**config.mk**
```make
export PLATFORM = sky130hd
export DESIGN_NAME = noc_tx_arbiter
export DESIGN_NICKNAME = d
export VERILOG_FILES = /design/src/rtl/noc_packet_pkg.sv /design/src/rtl/rr_arbiter2.sv /design/src/rtl/noc_tx_arbiter.sv
export SDC_FILE = /design/constraint.sdc
export NUM_CORES = 1
export LEC_CHECK = 0
export BUFFER_PORTS_ARGS = -buffer_cell sky130_fd_sc_hd__buf_2
export CELL_PAD_IN_SITES_DETAIL_PLACEMENT = 0
export CELL_PAD_IN_SITES_GLOBAL_PLACEMENT = 1
export CORE_MARGIN = 3
export CORE_UTILIZATION = 32
export DETAILED_ROUTE_END_ITERATION = 7
export GPL_TIMING_DRIVEN = 0
export PLACE_DENSITY = 0.9
export SLEW_MARGIN = 20
export SYNTH_ARGS = -nofsm -noshare
export SYNTH_HDL_FRONTEND = slang
export SYNTH_SLANG_ARGS = --single-unit
```
**constraint.sdc**
```tcl
create_clock -name clk -period 2.5 [get_ports clk]
set_clock_uncertainty 0.1 [all_clocks]
set_input_delay 0 -clock clk [delete_from_list [all_inputs] [get_ports clk]]
set_output_delay 0 -clock clk [all_outputs]
set_load 0.005 [all_outputs]
```
**src/rtl/noc_packet_pkg.sv**
```systemverilog
// Hoplite packet layout shared by the injection arbiter and its users.
// x_coord sits in the MSBs and the matrix element in the LSBs.
package noc_packet_pkg;

    localparam int unsigned NOC_COORD_BITS          = 1;
    localparam int unsigned NOC_MULTICAST_GROUP_BITS = 1;
    localparam int unsigned NOC_MATRIX_TYPE_BITS    = 1;
    localparam int unsigned NOC_MATRIX_COORD_BITS   = 8;
    localparam int unsigned NOC_MATRIX_ELEMENT_BITS = 32;

    localparam int unsigned NOC_PACKET_BITS =
        2 * NOC_COORD_BITS + NOC_MULTICAST_GROUP_BITS + 2 + NOC_MATRIX_TYPE_BITS +
        2 * NOC_MATRIX_COORD_BITS + NOC_MATRIX_ELEMENT_BITS;

    // Field LSB offsets, packed from the element upwards
    localparam int unsigned ELEMENT_LSB     = 0;
    localparam int unsigned MATRIX_Y_LSB    = ELEMENT_LSB + NOC_MATRIX_ELEMENT_BITS;
    localparam int unsigned MATRIX_X_LSB    = MATRIX_Y_LSB + NOC_MATRIX_COORD_BITS;
    localparam int unsigned MATRIX_TYPE_LSB = MATRIX_X_LSB + NOC_MATRIX_COORD_BITS;
    localparam int unsigned RESULT_FLAG_LSB = MATRIX_TYPE_LSB + NOC_MATRIX_TYPE_BITS;
    localparam int unsigned DONE_FLAG_LSB   = RESULT_FLAG_LSB + 1;
    localparam int unsigned MULTICAST_LSB   = DONE_FLAG_LSB + 1;
    localparam int unsigned Y_COORD_LSB     = MULTICAST_LSB + NOC_MULTICAST_GROUP_BITS;
    localparam int unsigned X_COORD_LSB     = Y_COORD_LSB + NOC_COORD_BITS;

    typedef struct packed {
        logic [NOC_COORD_BITS-1:0]           x_coord;
        logic [NOC_COORD_BITS-1:0]           y_coord;
        logic [NOC_MULTICAST_GROUP_BITS-1:0] multicast_group;
        logic                                done_flag;
        logic                                result_flag;
        logic [NOC_MATRIX_TYPE_BITS-1:0]     matrix_type;
        logic [NOC_MATRIX_COORD_BITS-1:0]    matrix_x;
        logic [NOC_MATRIX_COORD_BITS-1:0]    matrix_y;
        logic [NOC_MATRIX_ELEMENT_BITS-1:0]  element;
    } noc_packet_t;

    function automatic noc_packet_t unpack_packet(input logic [NOC_PACKET_BITS-1:0] raw);
        return noc_packet_t'(raw);
    endfunction

    function automatic logic [NOC_PACKET_BITS-1:0] pack_packet(input noc_packet_t pkt);
        return NOC_PACKET_BITS'(pkt);
    endfunction

endpackage

```
**src/rtl/rr_arbiter2.sv**
```systemverilog
// Two-way round-robin select; i_rr_ptr names the requester that wins a tie.
module rr_arbiter2 (
    input  logic i_valid0,
    input  logic i_valid1,
    input  logic i_rr_ptr,
    output logic o_sel,
    output logic o_any_valid
);

    always_comb begin
        o_any_valid = i_valid0 || i_valid1;
        o_sel       = 1'b0;
        if (i_valid0 && i_valid1) begin
            o_sel = i_rr_ptr;
        end else if (i_valid1) begin
            o_sel = 1'b1;
        end
    end

endmodule

```
**src/rtl/noc_tx_arbiter.sv**
```systemverilog
// Shares the Hoplite injection port between two packet sources with a
// one-entry output register and debug stall/sent counters.
module noc_tx_arbiter
    import noc_packet_pkg::*;
#(
    parameter int unsigned COORD_BITS           = NOC_COORD_BITS,
    parameter int unsigned MULTICAST_GROUP_BITS = NOC_MULTICAST_GROUP_BITS,
    parameter int unsigned MATRIX_TYPE_BITS     = NOC_MATRIX_TYPE_BITS,
    parameter int unsigned MATRIX_COORD_BITS    = NOC_MATRIX_COORD_BITS,
    parameter int unsigned MATRIX_ELEMENT_BITS  = NOC_MATRIX_ELEMENT_BITS,
    parameter int unsigned PACKET_BITS          = 2 * COORD_BITS + MULTICAST_GROUP_BITS + 2 +
                                                  MATRIX_TYPE_BITS + 2 * MATRIX_COORD_BITS +
                                                  MATRIX_ELEMENT_BITS,
    parameter int unsigned COUNT_BITS           = 16
) (
    input  logic                   clk,
    input  logic                   reset,
    input  logic [PACKET_BITS-1:0] req0_packet,
    input  logic                   req0_valid,
    output logic                   req0_ready,
    input  logic [PACKET_BITS-1:0] req1_packet,
    input  logic                   req1_valid,
    output logic                   req1_ready,
    output logic [PACKET_BITS-1:0] pkt_out,
    output logic                   pkt_out_valid,
    input  logic                   pkt_out_ready,
    output logic                   pkt_out_src,
    output logic [COUNT_BITS-1:0]  stall_count,
    output logic [COUNT_BITS-1:0]  sent0_count,
    output logic [COUNT_BITS-1:0]  sent1_count
);

    logic [PACKET_BITS-1:0] r_pkt_out;
    logic                   r_pkt_out_valid;
    logic                   r_pkt_out_src;
    logic                   r_rr_ptr;
    logic [COUNT_BITS-1:0]  r_stall_count;
    logic [COUNT_BITS-1:0]  r_sent0_count;
    logic [COUNT_BITS-1:0]  r_sent1_count;

    logic                   w_sel;
    logic                   w_any_valid;
    logic                   w_can_load;
    logic                   w_accept;
    logic                   w_net_accept;
    logic [PACKET_BITS-1:0] w_pkt_in;

    rr_arbiter2 u_rr_arbiter2 (
        .i_valid0    (req0_valid),
        .i_valid1    (req1_valid),
        .i_rr_ptr    (r_rr_ptr),
        .o_sel       (w_sel),
        .o_any_valid (w_any_valid)
    );

    // The output register frees up in the same cycle the network takes it
    assign w_can_load   = !r_pkt_out_valid || pkt_out_ready;
    assign w_accept     = !reset && w_can_load && w_any_valid;
    assign w_net_accept = r_pkt_out_valid && pkt_out_ready;
    assign w_pkt_in     = w_sel ? req1_packet : req0_packet;

    assign req0_ready = w_accept && !w_sel;
    assign req1_ready = w_accept && w_sel;

    always_ff @(posedge clk) begin
        if (reset) begin
            r_pkt_out       <= '0;
            r_pkt_out_valid <= 1'b0;
            r_pkt_out_src   <= 1'b0;
            r_rr_ptr        <= 1'b0;
        end else if (w_accept) begin
            r_pkt_out       <= w_pkt_in;
            r_pkt_out_valid <= 1'b1;
            r_pkt_out_src   <= w_sel;
            r_rr_ptr        <= ~w_sel;
        end else if (w_net_accept) begin
            r_pkt_out_valid <= 1'b0;
        end
    end

    // Stall counter saturates; sent counters wrap
    always_ff @(posedge clk) begin
        if (reset) begin
            r_stall_count <= '0;
            r_sent0_count <= '0;
            r_sent1_count <= '0;
        end else begin
            if (r_pkt_out_valid && !pkt_out_ready && (r_stall_count != '1)) begin
                r_stall_count <= r_stall_count + COUNT_BITS'(1);
            end
            if (w_net_accept) begin
                if (r_pkt_out_src) begin
                    r_sent1_count <= r_sent1_count + COUNT_BITS'(1);
                end else begin
                    r_sent0_count <= r_sent0_count + COUNT_BITS'(1);
                end
            end
        end
    end

    assign pkt_out       = r_pkt_out;
    assign pkt_out_valid = r_pkt_out_valid;
    assign pkt_out_src   = r_pkt_out_src;
    assign stall_count   = r_stall_count;
    assign sent0_count   = r_sent0_count;
    assign sent1_count   = r_sent1_count;

endmodule

```
==> impl_metrics.toml, run 1 <==
[route]
drt-met1-wl_mm = 6.61
wl_met3_mm = 1.60
post_drt_wl_per_cell_um = 18.4
drc_errors = 0
dr.pass1.iters = 8
wirelength_mm = 18.0
dr_wl_met2_mm = 9.04
ant_nets = 0
drtIter0Drc = 479
top_layer_used = "met4"
vias = 5374
post_drt_via_cell_ratio = 5.49

[timing]
slew_headroom_pct = 58.1
min_period_ns = 2.34
min_period_over_period_pct = 93.6
setup_ws_ns = 0.160
drv_slew = 0
finalHoldViolCount = 0
grt_setup_unrepaired = "false"
timing.fmax_mhz = 427
tightest_slew_ns = 0.628
final.setup.tns_ns = 0
setup_violations = 0

[floorplan]
die_area_um2 = 14800
core_area_um2 = 12800
chipWidth_um = 122
die_h_um = 122
num_rows = 41
initial_core_util_pct = 33.3
io_pins = 219

[yosys]
ys.flop_type = "dfxtp_1"
synth_cell_types = 37
synth_seq_cells = 105
syn_area_um2 = 4270
yosys_warnings = 0
avgSynthCellArea_um2 = 9.24
synthArstFlopShare_pct = 0
synth_edf_count = 0
synthCells = 462
synthesis.nets = 578
yosysSeqAreaShare_pct = 49.2

[setup_path]
reg2reg_depth = 6
crit_path_start_kind = "register"
setup.worst_path.class = "reg -> reg"
end_kind = "register"
rrSetupSlack_ns = 0.16
path_max_fanout = 10
rr_endpoint = "pkt_out[25]"
crit_required_ns = 2.68
rr_startpoint = "pkt_out_valid"
arrival_ns = 2.52

[cts]
cts_made_buffers = 9
path_clk_slew_ns = 0.07
postCtsSetupRepairBufs = 0
clock-root-buffer = "clkbuf_16"
clkLatencyLatePin_ns = 0.35
tritoncts = "built"
cts.sinks = 105
htreeDepth = 3
cts_buffer_depth = 2

[global_route]
overflow = 0
grt_pass1_wl_mm = 27.2
grt_pass1_vias = 5287
antenna_found_initial = 1
grtUsageTotal_pct = 23.5
grt_max_degree = 16

[placed_design]
post-place-ws_ns = -0.0838
numPortBuffers = 218
dp_hpwl_mm = 11.6
place.gp.congestion = 0.878
placed_cell_area_um2 = 5580

[cells_and_area]
design_area_um2 = 7040
final_cell_mix = "218 x buf_2, 111 x dlygate4sd3_1, 105 x dfxtp_1"
final_util_pct = 54.9
final_common_cell = "buf_2"
final_nets = 917
drive_gt1_share_pct = 30.1
areaGrowthSynthToFinish_pct = 64.8

[power_and_ir_drop]
leakagePower_uw = 0.00308
power_density_nw_per_um2 = 551
peakVddDrop_mv = 0.489

[outcome]
status = "completed"

[job]
drv_cap = 0

[worst_hold_path]
holdPathStages = 4
hold_start = "reset"
hold_path_class = "in -> reg"
hold_end = "pkt_out[14]"
[cells in the mapped netlist (9+ instances only)]
| library cell | n | area (um2) |
|---|---|---|
| xor2_1 | 9 | 78.8 |
| dfxtp_1 | 105 | 2100 |
| clkbuf_1 | 34 | 128 |
| a21oi_1 | 26 | 130 |
| or4_1 | 10 | 75.1 |
| a222oi_1 | 54 | 541 |
| xnor2_1 | 10 | 87.6 |
| or3_1 | 14 | 87.6 |
| nor2_1 | 80 | 300 |
| nand3_1 | 12 | 60.1 |
| o21ai_0 | 10 | 50.1 |
| nand2_1 | 21 | 78.8 |
| nand4_1 | 14 | 87.6 |
[kinds of logic after synthesis]
group,count (synthesis),synth area share [%]
flip-flops,105,49.2
XOR/XNOR,19,3.90
buffers and inverters,39,3.43
AO/OA/AOI/OAI,107,19.9
adder cells (fa/ha/maj),3,0.879
AND/OR/NAND/NOR,184,21.4
multiplexers,5,1.26
[per-layer routing]
layer | global-route usage, % | vias to the layer above
met1 | 24.7 | 2542
met3 | 8.58 | 61
met4 | 11.8 | 0
met5 | 0 | -
met2 | 41.2 | 312
li1 | - | 2459
[registers in the layout, indices dropped and copies added (netlist names)]
signal	flops
pkt_out	54
pkt_out_src	1
pkt_out_valid	1
r_rr_ptr	1
sent0_count	16
sent1_count	16
stall_count	16
[per-stage QoR]
stage	hold WS [ns]	total power [uW]	instances
detailed placement	0.146	2210	852
global route	0.135	4010	979
global placement	0.140	2190	852
finish	0.101	3880	979
floorplan	0.0504	1980	462
CTS	0.170	3880	979
[worst max path at each step]
stage	cells past startpoint	slack, ns	end	from
global route	5	0.03	stall_count[15]	pkt_out_valid
CTS	6	0.01	pkt_out[12]	pkt_out_valid
floorplan	5	0.54	sent1_count[12]	sent1_count[0]
global placement	6	0.05	pkt_out[32]	pkt_out_valid
finish	6	0.16	pkt_out[25]	pkt_out_valid
detailed placement	6	-0.08	pkt_out[0]	pkt_out_valid
[power breakdown]
group / total [uW] / leakage, uW / internal, uW / switching [uW]
Sequential: 1780 / 0.000854 / 1730 / 45.1
Combinational: 563 / 0.00206 / 304 / 258
Clock: 1540 / 0.000162 / 915 / 621
Total: 3880 / 0.00308 / 2950 / 925
[worst max-delay path, stage by stage, from the launching register on]
cell       delay [ns]
dfxtp_1          0.39
nor2b_4          0.19
a2111oi_1        0.42
clkbuf_2         0.35
clkbuf_1         0.46
a222oi_1         0.20
nor2_1           0.15
[repair_timing]
item | CTS | global route
setup endpoints to repair | 40 | 44
hold buffers | 111 | 0
hold endpoints to repair | 56 | 0
gates resized for setup | 2 | 6
[final cells by class]
cell class              count  area, um2
diodes                      1       2.50
plain buffers              33        126
clock buffers              15        298
clock inverters             1       30.0
fillers                  1124       5790
inverters                   5       18.8
multi-input cells         318       2040
flip-flops and latches    105       2100
well taps                 172        215
repair buffers            329       2200
Power figures use the tool's default switching activity.
==> run 2: changes to the inputs <==
Settings changed: CORE_MARGIN 3 to unset, GPL_TIMING_DRIVEN 0 to unset, SKIP_CTS_REPAIR_TIMING set to 1.
==> impl_metrics.toml, run 2 (synthesis results as in run 1) <==
[outcome]
status = "completed"

[power_and_ir_drop]
p_seq_share_pct = 48.4
leakagePower_uw = 0.00303
power_frac_comb_pct = 15.0
power.share.clock_pct = 36.6
power_density_nw_per_um2 = 528
peakVddDrop_mv = 0.345
switching_power_uw = 901
swShare_pct = 24.5
intPower_uw = 2770

[route]
wirelength_mm = 16.7
ant_nets = 0
drt-met1-wl_mm = 6.18
wl_met3_mm = 1.40
drtIter0Drc = 627
dr.pass1.iters = 8
vias = 5305
drc_errors = 0
dr_wl_met2_mm = 8.31
post_drt_wl_per_cell_um = 17.5
top_layer_used = "met4"
post_drt_via_cell_ratio = 5.55

[setup_path]
setup.worst_path.class = "reg -> reg"
path_max_fanout = 48
crit_path_start_kind = "register"
crit_path_cell_trace = "nor2b_1 -> or3_2 -> buf_12 -> a222oi_1 -> nor2_1"
rr_endpoint = "pkt_out[24]"
arrival_ns = 2.38
rr_startpoint = "pkt_out_valid"
max_stage_delay_ns = 0.58
end_kind = "register"
rrSetupSlack_ns = 0.21
crit_required_ns = 2.59
reg2reg_depth = 5
crit_path_top_delay_cell = "or3_2"

[floorplan]
die_h_um = 118
die_area_um2 = 13800
core_area_um2 = 12800
num_rows = 41
chipWidth_um = 118
initial_core_util_pct = 33.3
io_pins = 219

[placed_design]
placed_cell_area_um2 = 5560
place.gp.congestion = 0.823
dp_hpwl_mm = 9.78
numPortBuffers = 218
post-place-ws_ns = 0.332

[timing]
slew_headroom_pct = 26.2
grt_setup_unrepaired = "false"
drv_slew = 0
final.setup.tns_ns = 0
min_period_over_period_pct = 91.5
setup_violations = 0
finalHoldViolCount = 0
min_period_ns = 2.29
tightest_slew_ns = 1.11
timing.fmax_mhz = 437
setup_ws_ns = 0.213

[cts]
cts_made_buffers = 9
tritoncts = "built"
clkLatencyLatePin_ns = 0.35
cts_buffer_depth = 2
cts.sinks = 105
htreeDepth = 3
clock-root-buffer = "clkbuf_16"
path_clk_slew_ns = 0.07

[cells_and_area]
final_common_cell = "buf_2"
areaGrowthSynthToFinish_pct = 62.8
multi_input_area_um2 = 2030
fillers = 1128
seqCellArea_um2 = 2100
drive_gt1_share_pct = 31.8
final_nets = 892
final_cell_mix = "217 x buf_2, 111 x dlygate4sd3_1, 105 x dfxtp_1"
final_util_pct = 54.2
design_area_um2 = 6950
largest_reg_flops = 54

[worst_hold_path]
hold_start = "req1_valid"
hold_end = "pkt_out_src"
holdPathStages = 3
hold_path_class = "in -> reg"

[global_route]
grt_pass1_vias = 4333
grt_max_degree = 108
grtUsageTotal_pct = 19.6
overflow = 0
antenna_found_initial = 2
grt_pass1_wl_mm = 21.8

[job]
drv_cap = 0
run 2: cell types whose count changed in the layout (fill, tap and decap cells not counted), sizes merged:
cell	previous run	this run
buf	218	226
bufinv	1	0
clkbuf	48	14
clkinv	0	1
clkinvlp	0	1
diode	1	3
run 2: worst max-delay path by stage:
stage                   start              end  slack [ns]  cells past startpoint
6_report        pkt_out_valid      pkt_out[24]        0.21                      5
5_1_grt         pkt_out_valid      pkt_out[24]        0.12                      5
4_1_cts         pkt_out_valid      pkt_out[38]        0.32                      5
3_5_place_dp    pkt_out_valid      pkt_out[38]        0.33                      5
3_3_place_gp    pkt_out_valid      pkt_out[23]        0.42                      5
2_1_floorplan  sent1_count[0]  sent1_count[12]        0.54                      5
run 2: metrics by stage:
step | hold slack (ns) | power, uW | std cells
after floorplan | 0.0504 | 1980 | 462
after global placement | 0.137 | 2180 | 826
after detailed placement | 0.146 | 2200 | 826
after CTS | -0.224 | 3540 | 842
after global routing | 0.0343 | 3830 | 955
final | 0.0209 | 3670 | 956
run 2: worst max-delay path, delay by kind of cell, from the launching register on:
kind / cells / cell delay (ns)
AND/OR/NAND/NOR: 3 / 0.92
AO/OA/AOI/OAI: 1 / 0.47
flip-flops: 1 / 0.37
buffers and inverters: 1 / 0.24
run 2: final cells by class:
cell class                 count  share of cell area [%]
antenna                        3                   0.108
clock buffer                  14                    3.80
clock inverter                 2                   0.180
inverter                       5                   0.270
multi-input combinational    318                    29.2
sequential                   105                    30.2
tap                          172                    3.10
timing repair buffer         337                    33.1
run 2: routing by layer:
| metal | vias to the layer above | track usage [%] |
|---|---|---|
| met4 | 0 | 11.5 |
| met5 | - | 0 |
| met2 | 328 | 32.7 |
| met3 | 69 | 5.28 |
| li1 | 2416 | - |
| met1 | 2492 | 22.6 |
run 2: power groups by stage:
stage | Sequential, uW | Combinational (uW) | Clock [uW]
3_5_place_dp | 1810 | 386 | 0
5_1_grt | 1780 | 586 | 1460
3_3_place_gp | 1810 | 374 | 0
2_1_floorplan | 1810 | 173 | 0
6_report | 1780 | 549 | 1340
4_1_cts | 1770 | 386 | 1380
==> run 3: changes to the inputs <==
Settings changed: CELL_PAD_IN_SITES_DETAIL_PLACEMENT 0 to 1, CELL_PAD_IN_SITES_GLOBAL_PLACEMENT 1 to 2, CORE_UTILIZATION 32 to 25.
==> impl_metrics.toml, run 3 (synthesis results as in run 1) <==
[worst_hold_path]
hold_end = "stall_count[1]"
hold_path_class = "in -> reg"
hold_start = "pkt_out_ready"
holdPathStages = 4

[setup_path]
end_kind = "register"
path_max_fanout = 56
max_stage_delay_ns = 0.48
rr_startpoint = "pkt_out_valid"
crit_path_start_kind = "register"
critical_path.startpoint = "pkt_out_valid"
arrival_ns = 2.49
rrSetupSlack_ns = 0.18
reg2reg_depth = 5
crit_path_cell_trace = "nor2b_1 -> or3_2 -> buf_4 -> a222oi_1 -> nor2_1"
crit_path_top_delay_cell = "nor2b_1"
setup.worst_path.class = "reg -> reg"
rr_endpoint = "pkt_out[24]"
crit_required_ns = 2.67

[placed_design]
dp_hpwl_mm = 10.9
place.gp.congestion = 0.779
numPortBuffers = 218
dp_cells = 876

[global_route]
antenna_found_initial = 1
overflow = 0
grt_pass1_wl_mm = 24.0
grt_pass1_vias = 4698
grt_max_degree = 59
grtUsageTotal_pct = 16.9

[cells_and_area]
final_cell_mix = "217 x buf_2, 111 x dlygate4sd3_1, 105 x dfxtp_1"
areaGrowthSynthToFinish_pct = 64.6
final_common_cell = "buf_2"
final_cells = 1004
drive_gt1_share_pct = 32.1
fillers = 1947
multi_input_area_um2 = 2030
final_nets = 894
largest_reg_flops = 54
seqCellArea_um2 = 2100

[route]
dr.pass1.iters = 8
drtIter0Drc = 399
vias = 5266
ant_nets = 0
wirelength_mm = 18.7
drc_errors = 1
post_drt_via_cell_ratio = 5.25
post_drt_wl_per_cell_um = 18.7

[timing]
drv_slew = 0
setup_violations = 0
tightest_slew_ns = 0.635
holdWs_ns = 0.0647
min_period_ns = 2.32
finalHoldViolCount = 0
final.setup.tns_ns = 0
min_period_over_period_pct = 92.8
timing.fmax_mhz = 431
slew_headroom_pct = 57.6
grt_setup_unrepaired = "false"

[outcome]
violations = "DRC"
status = "finished with violations"

[power_and_ir_drop]
leakagePower_uw = 0.00304
peakVddDrop_mv = 0.432
power_density_nw_per_um2 = 541

[cts]
cts_buffer_depth = 2
clock-root-buffer = "clkbuf_16"
cts_made_buffers = 9
htreeDepth = 3
clkLatencyLatePin_ns = 0.35
tritoncts = "built"
path_clk_slew_ns = 0.08
cts.sinks = 105

[job]
drv_cap = 0

[floorplan]
chipWidth_um = 133
die_h_um = 133
die_area_um2 = 17600
core_area_um2 = 16600
num_rows = 47
initial_core_util_pct = 25.7
io_pins = 219
[run 3: how the worst max path moves through the flow]
stage,depth (start not counted),slack (ns),to
global route,5,0.09,pkt_out[24]
floorplan,5,0.54,sent1_count[12]
finish,5,0.18,pkt_out[24]
CTS,5,0.26,pkt_out[28]
detailed placement,5,0.27,pkt_out[42]
global placement,5,0.42,pkt_out[38]
[run 3: metrics by stage]
step | total power [uW] | worst slack (ns) | utilization [%] | instance area (um2)
detailed placement | 2210 | 0.273 | 33.8 | 5620
global placement | 2190 | 0.421 | 33.8 | 5620
floorplan | 1980 | 0.540 | - | 4270
global route | 3960 | 0.0861 | 42.2 | 7030
finish | 3800 | 0.179 | 42.2 | 7030
CTS | 3670 | 0.255 | 35.6 | 5920
[run 3: critical path: cells and delay by family, from the launching register on]
family,cells,cell delay [ns]
DFF,1,0.47
AOI/OAI and AO/OA,1,0.26
buffers and inverters,1,0.48
and+or+nand+nor,3,0.88
[run 3: area by class of cell]
class / instances / share of cell area, %
Antenna cell: 1 / 0.0356
Clock buffer: 11 / 3.31
Clock inverter: 5 / 0.908
Inverter: 5 / 0.267
Multi-Input combinational cell: 318 / 28.9
Sequential cell: 105 / 29.9
Tap cell: 220 / 3.92
Timing Repair Buffer: 339 / 32.8
[run 3: layer usage]
metal  track usage, %  part of all wire (%)
met1             19.3                    38
met2             29.7                    51
met3             4.60                   6.4
met4             7.28                   4.1
met5                0                     0
[run 3: power by group]
part           switching (uW)  leakage, uW  internal [uW]
clock                     673     0.000141            788
sequential               47.0     0.000854           1730
combinational             254      0.00204            304
total                     974      0.00304           2830
